[config.mk]
export PLATFORM = sky130hd
export DESIGN_NAME = fetch_pc_unit
export DESIGN_NICKNAME = d
export VERILOG_FILES = /design/src/rtl/fetch_pkg.sv /design/src/rtl/bht_counter_table.sv /design/src/rtl/fetch_pc_unit.sv
export SDC_FILE = /design/constraint.sdc
export NUM_CORES = 1
export LEC_CHECK = 0
export BUFFER_PORTS_ARGS = -buffer_cell sky130_fd_sc_hd__buf_2
export CORE_MARGIN = 2
export CORE_UTILIZATION = 45
export DETAILED_ROUTE_END_ITERATION = 7
export PLACE_DENSITY = 0.75
export SYNTH_ARGS = -nofsm -noshare
export SYNTH_HDL_FRONTEND = slang
export SYNTH_HIERARCHICAL = 1
export SYNTH_SLANG_ARGS = --single-unit
[constraint.sdc]
create_clock -name clk -period 6.7 [get_ports clk]
set_input_delay 1.34 -clock clk [delete_from_list [all_inputs] [get_ports clk]]
set_output_delay 1.34 -clock clk [all_outputs]
set_load 0.01 [all_outputs]
[src/rtl/fetch_pkg.sv]
// Shared constants, types and helpers for the instruction-fetch PC unit and its
// optional branch history table (enabled by FETCH_BHT_EN).
package fetch_pkg;

    localparam int XLEN        = 32;
    localparam int BHT_IDX_W   = 5;
    localparam int BHT_IDX_HI  = 6;
    localparam int BHT_IDX_LO  = 2;
    localparam int BHT_ENTRIES = 32;

    typedef logic [1:0] bht_ctr_t;

    localparam bht_ctr_t SNT = 2'd0;
    localparam bht_ctr_t WNT = 2'd1;
    localparam bht_ctr_t WT  = 2'd2;
    localparam bht_ctr_t ST  = 2'd3;

    localparam logic [XLEN-1:0] CNT_MAX = 32'hFFFF_FFFF;

    typedef struct packed {
        logic            valid;
        logic [XLEN-1:0] pc;
        logic [XLEN-1:0] inst;
        logic            pred_taken;
        logic [XLEN-1:0] pred_target;
    } if_id_t;

    // Two-bit saturating counter step toward the resolved direction.
    function automatic bht_ctr_t bht_next(input bht_ctr_t ctr, input logic taken);
        bht_ctr_t nxt;
        nxt = ctr;
        if (taken) begin
            if (ctr != ST) begin
                nxt = ctr + 2'd1;
            end else begin
                nxt = ctr;
            end
        end else begin
            if (ctr != SNT) begin
                nxt = ctr - 2'd1;
            end else begin
                nxt = ctr;
            end
        end
        return nxt;
    endfunction

endpackage

[src/rtl/bht_counter_table.sv]
// 32-entry table of 2-bit saturating branch counters; combinational lookup
// returns the pre-update value when reading and writing the same entry.
module bht_counter_table
    import fetch_pkg::*;
(
    input  logic                 clk,
    input  logic                 reset,
    input  logic [BHT_IDX_W-1:0] rd_idx_i,
    output logic                 rd_taken_o,
    input  logic                 wr_en_i,
    input  logic [BHT_IDX_W-1:0] wr_idx_i,
    input  logic                 wr_taken_i
);

    bht_ctr_t ctr_q [BHT_ENTRIES];

    // Counter storage: reset to weakly-not-taken, then train on resolved branches.
    always_ff @(posedge clk) begin
        if (reset) begin
            for (int i = 0; i < BHT_ENTRIES; i++) begin
                ctr_q[i] <= WNT;
            end
        end else if (wr_en_i) begin
            ctr_q[wr_idx_i] <= bht_next(ctr_q[wr_idx_i], wr_taken_i);
        end
    end

    assign rd_taken_o = ctr_q[rd_idx_i][1];

endmodule

[src/rtl/fetch_pc_unit.sv]
// Fetch-stage PC register, next-PC selection and IF/ID pipeline register.
// Define FETCH_BHT_EN to gate BTB hits with a 2-bit branch history table.
module fetch_pc_unit
    import fetch_pkg::*;
#(
    parameter logic [XLEN-1:0] RESET_PC = 32'h0000_0000
) (
    input  logic            clk,
    input  logic            reset,
    input  logic            stall,
    input  logic            redirect_valid,
    input  logic [XLEN-1:0] redirect_pc,
    input  logic            ex_branch_valid,
    input  logic [XLEN-1:0] ex_branch_pc,
    input  logic            ex_branch_taken,
    input  logic            btb_tag_match,
    input  logic [XLEN-1:0] btb_target_pc,
    input  logic [XLEN-1:0] imem_inst,
    output logic [XLEN-1:0] current_pc,
    output logic            if_id_valid,
    output logic [XLEN-1:0] if_id_pc,
    output logic [XLEN-1:0] if_id_inst,
    output logic            if_id_pred_taken,
    output logic [XLEN-1:0] if_id_pred_target,
    output logic [XLEN-1:0] mispredict_count
);

    logic [XLEN-1:0] pc_q, pc_d;
    if_id_t          if_id_q, if_id_d;
    logic [XLEN-1:0] mispredict_q, mispredict_d;
    logic [XLEN-1:0] pc_plus4_s;
    logic [XLEN-1:0] pred_target_s;
    logic            pred_taken_s;
    logic            bht_taken_s;
    logic            unused_ex_s;

`ifdef FETCH_BHT_EN
    bht_counter_table u_bht (
        .clk        (clk),
        .reset      (reset),
        .rd_idx_i   (pc_q[BHT_IDX_HI:BHT_IDX_LO]),
        .rd_taken_o (bht_taken_s),
        .wr_en_i    (ex_branch_valid),
        .wr_idx_i   (ex_branch_pc[BHT_IDX_HI:BHT_IDX_LO]),
        .wr_taken_i (ex_branch_taken)
    );
    assign unused_ex_s = ^{ex_branch_pc[XLEN-1:BHT_IDX_HI+1], ex_branch_pc[BHT_IDX_LO-1:0]};
`else
    assign bht_taken_s = 1'b1;
    assign unused_ex_s = ^{ex_branch_valid, ex_branch_pc, ex_branch_taken};
`endif

    // Sequential PC+4 wraps naturally at the 32-bit boundary.
    assign pc_plus4_s    = pc_q + 32'd4;
    assign pred_taken_s  = btb_tag_match & bht_taken_s;
    assign pred_target_s = pred_taken_s ? btb_target_pc : pc_plus4_s;

    // Next-state selection: reset > redirect > stall > predicted/sequential fetch.
    always_comb begin
        pc_d         = pc_q;
        if_id_d      = if_id_q;
        mispredict_d = mispredict_q;
        if (reset) begin
            pc_d         = RESET_PC;
            if_id_d      = '0;
            mispredict_d = '0;
        end else if (redirect_valid) begin
            pc_d          = redirect_pc;
            if_id_d.valid = 1'b0;
            if (mispredict_q != CNT_MAX) begin
                mispredict_d = mispredict_q + 32'd1;
            end else begin
                mispredict_d = mispredict_q;
            end
        end else if (stall) begin
            pc_d    = pc_q;
            if_id_d = if_id_q;
        end else begin
            pc_d                = pred_target_s;
            if_id_d.valid       = 1'b1;
            if_id_d.pc          = pc_q;
            if_id_d.inst        = imem_inst;
            if_id_d.pred_taken  = pred_taken_s;
            if_id_d.pred_target = pred_target_s;
        end
    end

    // State registers; reset is folded into the next-state logic above.
    always_ff @(posedge clk) begin
        pc_q         <= pc_d;
        if_id_q      <= if_id_d;
        mispredict_q <= mispredict_d;
    end

    assign current_pc        = pc_q;
    assign if_id_valid       = if_id_q.valid;
    assign if_id_pc          = if_id_q.pc;
    assign if_id_inst        = if_id_q.inst;
    assign if_id_pred_taken  = if_id_q.pred_taken;
    assign if_id_pred_target = if_id_q.pred_target;
    assign mispredict_count  = mispredict_q;

endmodule

* Word level (Yosys, flattened, before mapping) *
Index checks and enable logic that the tools add are counted.

storage, ports and cells
  register bits after elaboration = 162
  input port bits = 135
  word-level logic and storage cells = 19

operators by class
  $add $sub $neg = 2
  eq/ne operators = 2
  multiplexer cells = 3
  bitwise gates (word level) = 2
  reduce and logical (&&, ||, !) cells = 3

operators by type and width
  operator                                       number
  2-to-1 mux 32 bit                              3
  adder 32 x 1 -> 32 bit, second input constant  1
  adder 32 x 3 -> 32 bit, second input constant  1
  != test 32 bit, second input constant          1
  AND reduction 2 bit                            2
  != test 2 x 1 -> 1 bit, second input constant  1
  NOT 1 bit                                      2
  OR reduction 2 bit                             1

* Logic depth before layout (Yosys ltp) *
Gate-level depths: netlist of run 1.

  word-level depth = 4
  mapped depth = 8
  depth with buffers taken out = 6

* Worst setup path after synthesis of run 1 *
Ideal clock, no wire load.

  path kind = input-to-reg
  from = in redirect_valid
  to = reg mispredict_q[29] (netlist: mispredict_count[29])
  library setup time = 0.123 ns
  arrival = 2.954 ns
  data required time = 6.577 ns
  setup slack = 3.623 ns
  stages on the path = 7
  path buffers = 2
  cells stage by stage = clkbuf_1 -> and3_1 -> nand3_1 -> a211o_1 -> clkbuf_1 -> nor4_1 -> mux2_1

on the way
  cells in the longest elaborated chain, start to end = 1

RTL lines
  element                               line                 source
  start: declaration                    fetch_pc_unit.sv:11  input logic redirect_valid,
  AND reduction 2 bit (no source line)  --
  end signal: assignment                fetch_pc_unit.sv:92  mispredict_q <= mispredict_d;
  end: declaration                      fetch_pc_unit.sv:30  logic [XLEN-1:0] mispredict_q, mispredict_d;

Every way passes these cells.
A chain may end at the register's enable or synchronous reset.

* Final worst setup path of run 1 *
  from = in btb_tag_match
  to = reg pc_q[17] (netlist: current_pc[17])

on the way
  cells in the longest elaborated chain, start to end = 3

RTL lines
  element                 line                 source
  start: declaration      fetch_pc_unit.sv:16  input logic btb_tag_match,
  2-to-1 mux 32 bit       fetch_pc_unit.sv:56  assign pred_target_s = pred_taken_s ? btb_target_pc : pc_plus4_s;
  2-to-1 mux 32 bit       fetch_pc_unit.sv:75  end else if (stall) begin
  2-to-1 mux 32 bit       fetch_pc_unit.sv:67  end else if (redirect_valid) begin
  end signal: assignment  fetch_pc_unit.sv:90  pc_q <= pc_d;
  end: declaration        fetch_pc_unit.sv:28  logic [XLEN-1:0] pc_q, pc_d;

Every way passes these cells. The select of a mux whose other input is x is not followed.

==> results of run 1 <==
==> report_power, final <==
part	total (mW)	internal, mW	leakage (nW)	switching (mW)
logic	0.246	0.0993	2.44	0.147
clock network	1.03	0.598	0.300	0.432
registers	1.05	1.00	1.32	0.0457
==> path summary, 6_finish.rpt <==
| check | slack [ns] | start | end |
|---|---|---|---|
| worst max-delay path | 3.39 | btb_tag_match | current_pc[17] |
| worst min-delay path | 0.44 | if_id_pred_target[12] | if_id_pred_target[12] |
| worst max register to register | 3.84 | current_pc[15] | current_pc[24] |
| worst min register to register | 0.44 | if_id_pred_target[12] | if_id_pred_target[12] |
==> layout make-up <==
class                           count  area, um2
Antenna cell                        1      2.502
Clock buffer                       17      425.4
Clock inverter                     15      196.4
Fill cell                        1507       6566
Inverter                           17      63.81
Multi-Input combinational cell    695       3786
Sequential cell                   162       3243
Tap cell                          216      270.3
Timing Repair Buffer              272       1389
==> flip-flops by register name, summed over array words and instances (netlist names) <==
signal	flops
current_pc	32
if_id_inst	32
if_id_pc	32
if_id_pred_target	32
mispredict_count	32
if_id_pred_taken	1
if_id_valid	1
==> per-layer routing <==
layer,vias to the layer above,wire (um)
met1,3560,9817
met4,4,536
met2,330,10690
met3,47,1882
met5,-,21
li1,3783,-
==> cells in the mapped netlist, types with 5 or more instances <==
library cell and n:
and3_1 20, o21ai_0 42, inv_1 15, buf_1 10, a211oi_1 11, xor2_1 5, nor3_1 9, nor2_1 48
o21ai_1 6, dfxtp_1 162, o211ai_1 8, or4_1 12, clkbuf_1 57, a221oi_1 6, mux2_2 6, a21o_1 5
nand2b_1 6, xnor2_1 14, or3_1 13, o31ai_1 10, nand3_1 23, nand4_1 22, mux2i_1 16, nor2b_1 7
a21oi_1 121, a31oi_1 7, nand2_1 211, nor4_1 13
==> through the flow <==
stage          instance area, um2  instances  hold WS [ns]    util  setup slack [ns]
4_1_cts                      9374       1394        0.4423  0.5880             3.481
6_report                     9376       1395        0.4414  0.5881             3.390
3_5_place_dp                 8752       1362        0.4312  0.5490             3.019
3_3_place_gp                 8752       1362        0.4308  0.5490             3.061
5_1_grt                      9374       1394        0.4605  0.5880             3.242
2_1_floorplan                7357        945        0.4625       -             3.623
==> kinds of logic after synthesis <==
logic type | count (synthesis) | share of synthesized area
fa+ha+maj | 2 | 0.003401
simple gates | 404 | 0.2573
compound gates | 247 | 0.1978
xor+xnor | 19 | 0.02262
flops | 162 | 0.4408
mux | 23 | 0.03248
buf+inv | 88 | 0.04558
==> tightest hold or removal path: stages (launching register included) <==
cell     delay, ns
dfxtp_1       0.31
nand2_1       0.05
nand2_1       0.04
==> flow_metrics.tcl, run 1 <==
set metrics [dict create \
    peakVddDrop_uv 164.7 \
    power_mw 2.327 \
    gr-usage-met2 0.4204 \
    ys_ff_latch 162 \
    wirelength_mm 22.95 \
    drive_gt1_frac 0.2733 \
    setup_viol 0 \
    use_met3 0.07343 \
    chipHeight_um 131.9 \
    ys.flop_type "dfxtp_1" \
    clk_pin_slew_worst_paths_ns 0.07 \
    most-common-layout-cells "buf_2 (261), nand2_1 (211), dfxtp_1 (162)" \
    clock_latency_ns 0.43 \
    grtUsageTotal 0.2589 \
    grt.overflow.total 0 \
    gr-usage-met1 0.3261 \
    synth_cells 945 \
    die_area_um2 17390 \
    syn_avg_cell_area_um2 7.785 \
    busiest_layer "met2" \
    cp_slowest_cell "clkinv_1" \
    finalNetCount 1302 \
    avgViaCountPerCell 5.537 \
    reg2reg_depth 5 \
    mostFrequentLayoutCell "buf_2" \
    max-clock-path-buffers 2 \
    end_kind "flop" \
    whs_path_depth 2 \
    period_share 0.4940 \
    syn_area_um2 7357 \
    cts_tree "built" \
    gp_routability_congestion 0.7961 \
    crit_family "buffers and inverters" \
    core_area_um2 15940 \
    arrival_ns 3.60 \
    yosys.area.top_type "dfxtp_1" \
    rsz0062_at_grt "no" \
    ctsHoldBuffers 0 \
    cts.sinks 162 \
    die_w_um 131.9 \
    ys_seq_area_frac 0.4408 \
    yosysTopAreaCellShare 0.4408 \
    drv_slew 0 \
    critPathRequiredTime_ns 6.99 \
    place_hpwl_mm 15.81 \
    grt_max_degree 71 \
    critPathKind "input port to flop" \
    cts-root-buf "clkbuf_16" \
    critical_path_buf_inv_count 3 \
    vias 7724 \
    static-leakage-power_nw 4.063 \
    slowest_delay_ns 0.66 \
    period_needed_ns 3.310 \
    synth_edf_count 0 \
    syn_nets 1082 \
    drc_errors 0 \
    synthToLayoutAreaGrowth_pct 27.45 \
    finClkSkew_ns 0.007784 \
    outcome "complete, no violations" \
    port_buffers 262 \
    routedWlPerCell_um 16.45 \
    fmax_mhz 302.1 \
    finalHoldViolCount 0 \
    drv_cap 0 \
    synthArstFlopShare 0 \
    antenna_found_initial 3 \
    relSlewSlack 0.4535 \
    drt_iter0_drc 461 \
    htree_num_levels 4 \
    drt_first_pass_iters 5 \
    post_cts_buffers 0 \
    io_pins 297 \
    cts_made_buffers 17 \
    yosysWarnings 6 \
    start_util 0.4615 \
    tns_ns 0 \
    grt_pass1_wl_mm 36.60 \
    post_cts_resized 0 \
    tightest_slew_ns 0.8122 \
    path_cells "buf_2 > buf_4 > clkinv_1 > nand2_1 > a2bb2oi_1 > o21ai_0" \
    path_depth 6 \
    start_kind "input port" \
    grt_pass1_vias 7133 \
    hp-class "flop to flop" \
    synthTopCellsByArea "dfxtp_1 (44%), nand2_1 (11%), a21oi_1 (8.2%)" \
    rows 46 \
    p_per_area_nw_per_um2 248.2 \
    synth_cell_types 57 \
    ant_nets 0 \
    worstPathMaxFanout 40 \
]
Power figures use the tool's default switching activity.
==> run 2: changes to the inputs <==
--- a/config.mk
+++ b/config.mk
@@ -7,9 +7,9 @@
 export LEC_CHECK = 0
 export BUFFER_PORTS_ARGS = -buffer_cell sky130_fd_sc_hd__buf_2
 export CORE_MARGIN = 2
-export CORE_UTILIZATION = 45
+export CORE_UTILIZATION = 44
 export DETAILED_ROUTE_END_ITERATION = 7
-export PLACE_DENSITY = 0.75
+export PLACE_DENSITY = 0.77
 export SYNTH_ARGS = -nofsm -noshare
 export SYNTH_HDL_FRONTEND = slang
 export SYNTH_HIERARCHICAL = 1
==> constraint.sdc (replaced) <==
create_clock -name clk -period 2.94 [get_ports clk]
set_input_delay 0.588 -clock clk [delete_from_list [all_inputs] [get_ports clk]]
set_output_delay 0.588 -clock clk [all_outputs]
set_load 0.01 [all_outputs]
==> run 2 against run 1 <==
Compared with the run above:
- cell count grew 1.7%
- via count about the same
- non-clock buffer count up 16
- critical path depth decreased by 1
- critical path type is now flop to flop
- largest cell class unchanged
- largest power group unchanged
==> flow_metrics.tcl, run 2 (same netlist as run 1, synthesis figures left out) <==
set metrics [dict create \
    outcome "complete, no violations" \
    grt.overflow.total 0 \
    p_per_area_nw_per_um2 539.2 \
    peakVddDrop_uv 405.3 \
    clk_pin_slew_worst_paths_ns 0.07 \
    most-common-layout-cells "buf_2 (261), nand2_1 (211), dfxtp_1 (162)" \
    end_kind "flop" \
    post_cts_buffers 0 \
    core_area_um2 16470 \
    power_mw 5.117 \
    cts-root-buf "clkbuf_16" \
    die_area_um2 17770 \
    htree_num_levels 4 \
    ant_nets 0 \
    cts.sinks 162 \
    vias 7725 \
    cts_made_buffers 17 \
    chipHeight_um 133.3 \
    drc_errors 0 \
    period_share 0.8252 \
    hp-class "input port to flop" \
    arrival_ns 2.77 \
    finalHoldViolCount 0 \
    static-leakage-power_nw 4.111 \
    wirelength_mm 23.01 \
    avgViaCountPerCell 5.444 \
    antenna_found_initial 6 \
    r2r_slack_ns 0.51 \
    drt_iter0_drc 417 \
    grt_pass1_vias 7068 \
    grt_pass1_wl_mm 36.05 \
    synthToLayoutAreaGrowth_pct 29.00 \
    multi_input_area_um2 3789 \
    rows 47 \
    tightest_slew_ns 0.6488 \
    gp_routability_congestion 0.8153 \
    ctsHoldBuffers 0 \
    max-clock-path-buffers 2 \
    tns_ns 0 \
    grt_max_degree 75 \
    drv_slew 0 \
    setup_viol 0 \
    io_pins 297 \
    routedWlPerCell_um 16.21 \
    regArea_um2 3243 \
    die_w_um 133.3 \
    post_cts_resized 0 \
    grtUsageTotal 0.2528 \
    rsz0062_at_grt "no" \
    cts_tree "built" \
    critPathKind "flop to flop" \
    period_needed_ns 2.426 \
    fmax_mhz 412.2 \
    mostFrequentLayoutCell "buf_2" \
    worstPathMaxFanout 11 \
    drive_gt1_frac 0.2825 \
    clock_latency_ns 0.43 \
    critPathRequiredTime_ns 3.28 \
    finClkSkew_ns 0.008199 \
    finalNetCount 1318 \
    place_hpwl_mm 16.18 \
    relSlewSlack 0.5635 \
    drv_cap 0 \
    fill_cells 1585 \
    start_util 0.4468 \
    port_buffers 262 \
    start_kind "flop" \
    drt_first_pass_iters 5 \
]
run 2: changes by cell type in the layout (fill, tap and decap cells not counted):
| cell | previous run | this run |
|---|---|---|
| bufinv_16 | 3 | 1 |
| or2_2 | 3 | 2 |
| buf_4 | 11 | 24 |
| buf_12 | 0 | 3 |
| inv_6 | 3 | 5 |
| or2_4 | 0 | 1 |
| clkinv_4 | 3 | 1 |
| clkinvlp_4 | 2 | 6 |
| inv_8 | 3 | 0 |
| diode_2 | 1 | 6 |
run 2: power by group:
part / internal (mW) / switching, mW
clock: 1.17 / 0.976
combinational: 0.243 / 0.345
sequential: 2.29 / 0.0939
total: 3.70 / 1.41
run 2: path summary, 6_finish.rpt:
| path | from | to | depth (start not counted) |
|---|---|---|---|
| hold / removal | imem_inst[19] | if_id_inst[19] | 3 |
| setup / recovery | current_pc[9] | current_pc[15] | 5 |
| hold reg to reg | if_id_pred_target[26] | if_id_pred_target[26] | 2 |
| setup reg to reg | current_pc[9] | current_pc[15] | 5 |
run 2: stage by stage:
step                      instances  setup slack, ns  hold slack (ns)    util  area (um2)
after global placement         1382           0.5649           0.4261  0.5416        8917
after CTS                      1413           0.5205           0.3683  0.5755        9475
final                          1419           0.5139           0.3879  0.5764        9490
after global routing           1416           0.3693           0.3828  0.5759        9483
after detailed placement       1382           0.5460           0.4295  0.5416        8917
after floorplan                 945           0.6148           0.4625       -        7357
run 2: worst max-delay path, cell delays in order (launching register included):
cell and delay (ns):
dfxtp_1 0.52, nand4_1 0.26, or4_1 0.78, or3_1 0.38
a21o_1 0.18, a221oi_1 0.22
run 2: area by class of cell:
cell class | instances | share of cell area
well taps | 220 | 0.02900
repair buffers | 288 | 0.1630
multi-input cells | 695 | 0.3992
inverters | 17 | 0.006724
clock buffers | 17 | 0.04483
flip-flops and latches | 162 | 0.3417
clock inverters | 14 | 0.01397
diodes | 6 | 0.001582
run 2: routing by layer:
metal / up-vias / GRT usage / share of wire
met5: - / 0 / 0.00065
met4: 2 / 0.1064 / 0.028
met3: 48 / 0.08029 / 0.087
met2: 293 / 0.4135 / 0.46
met1: 3566 / 0.3079 / 0.43
li1: 3816 / - / -
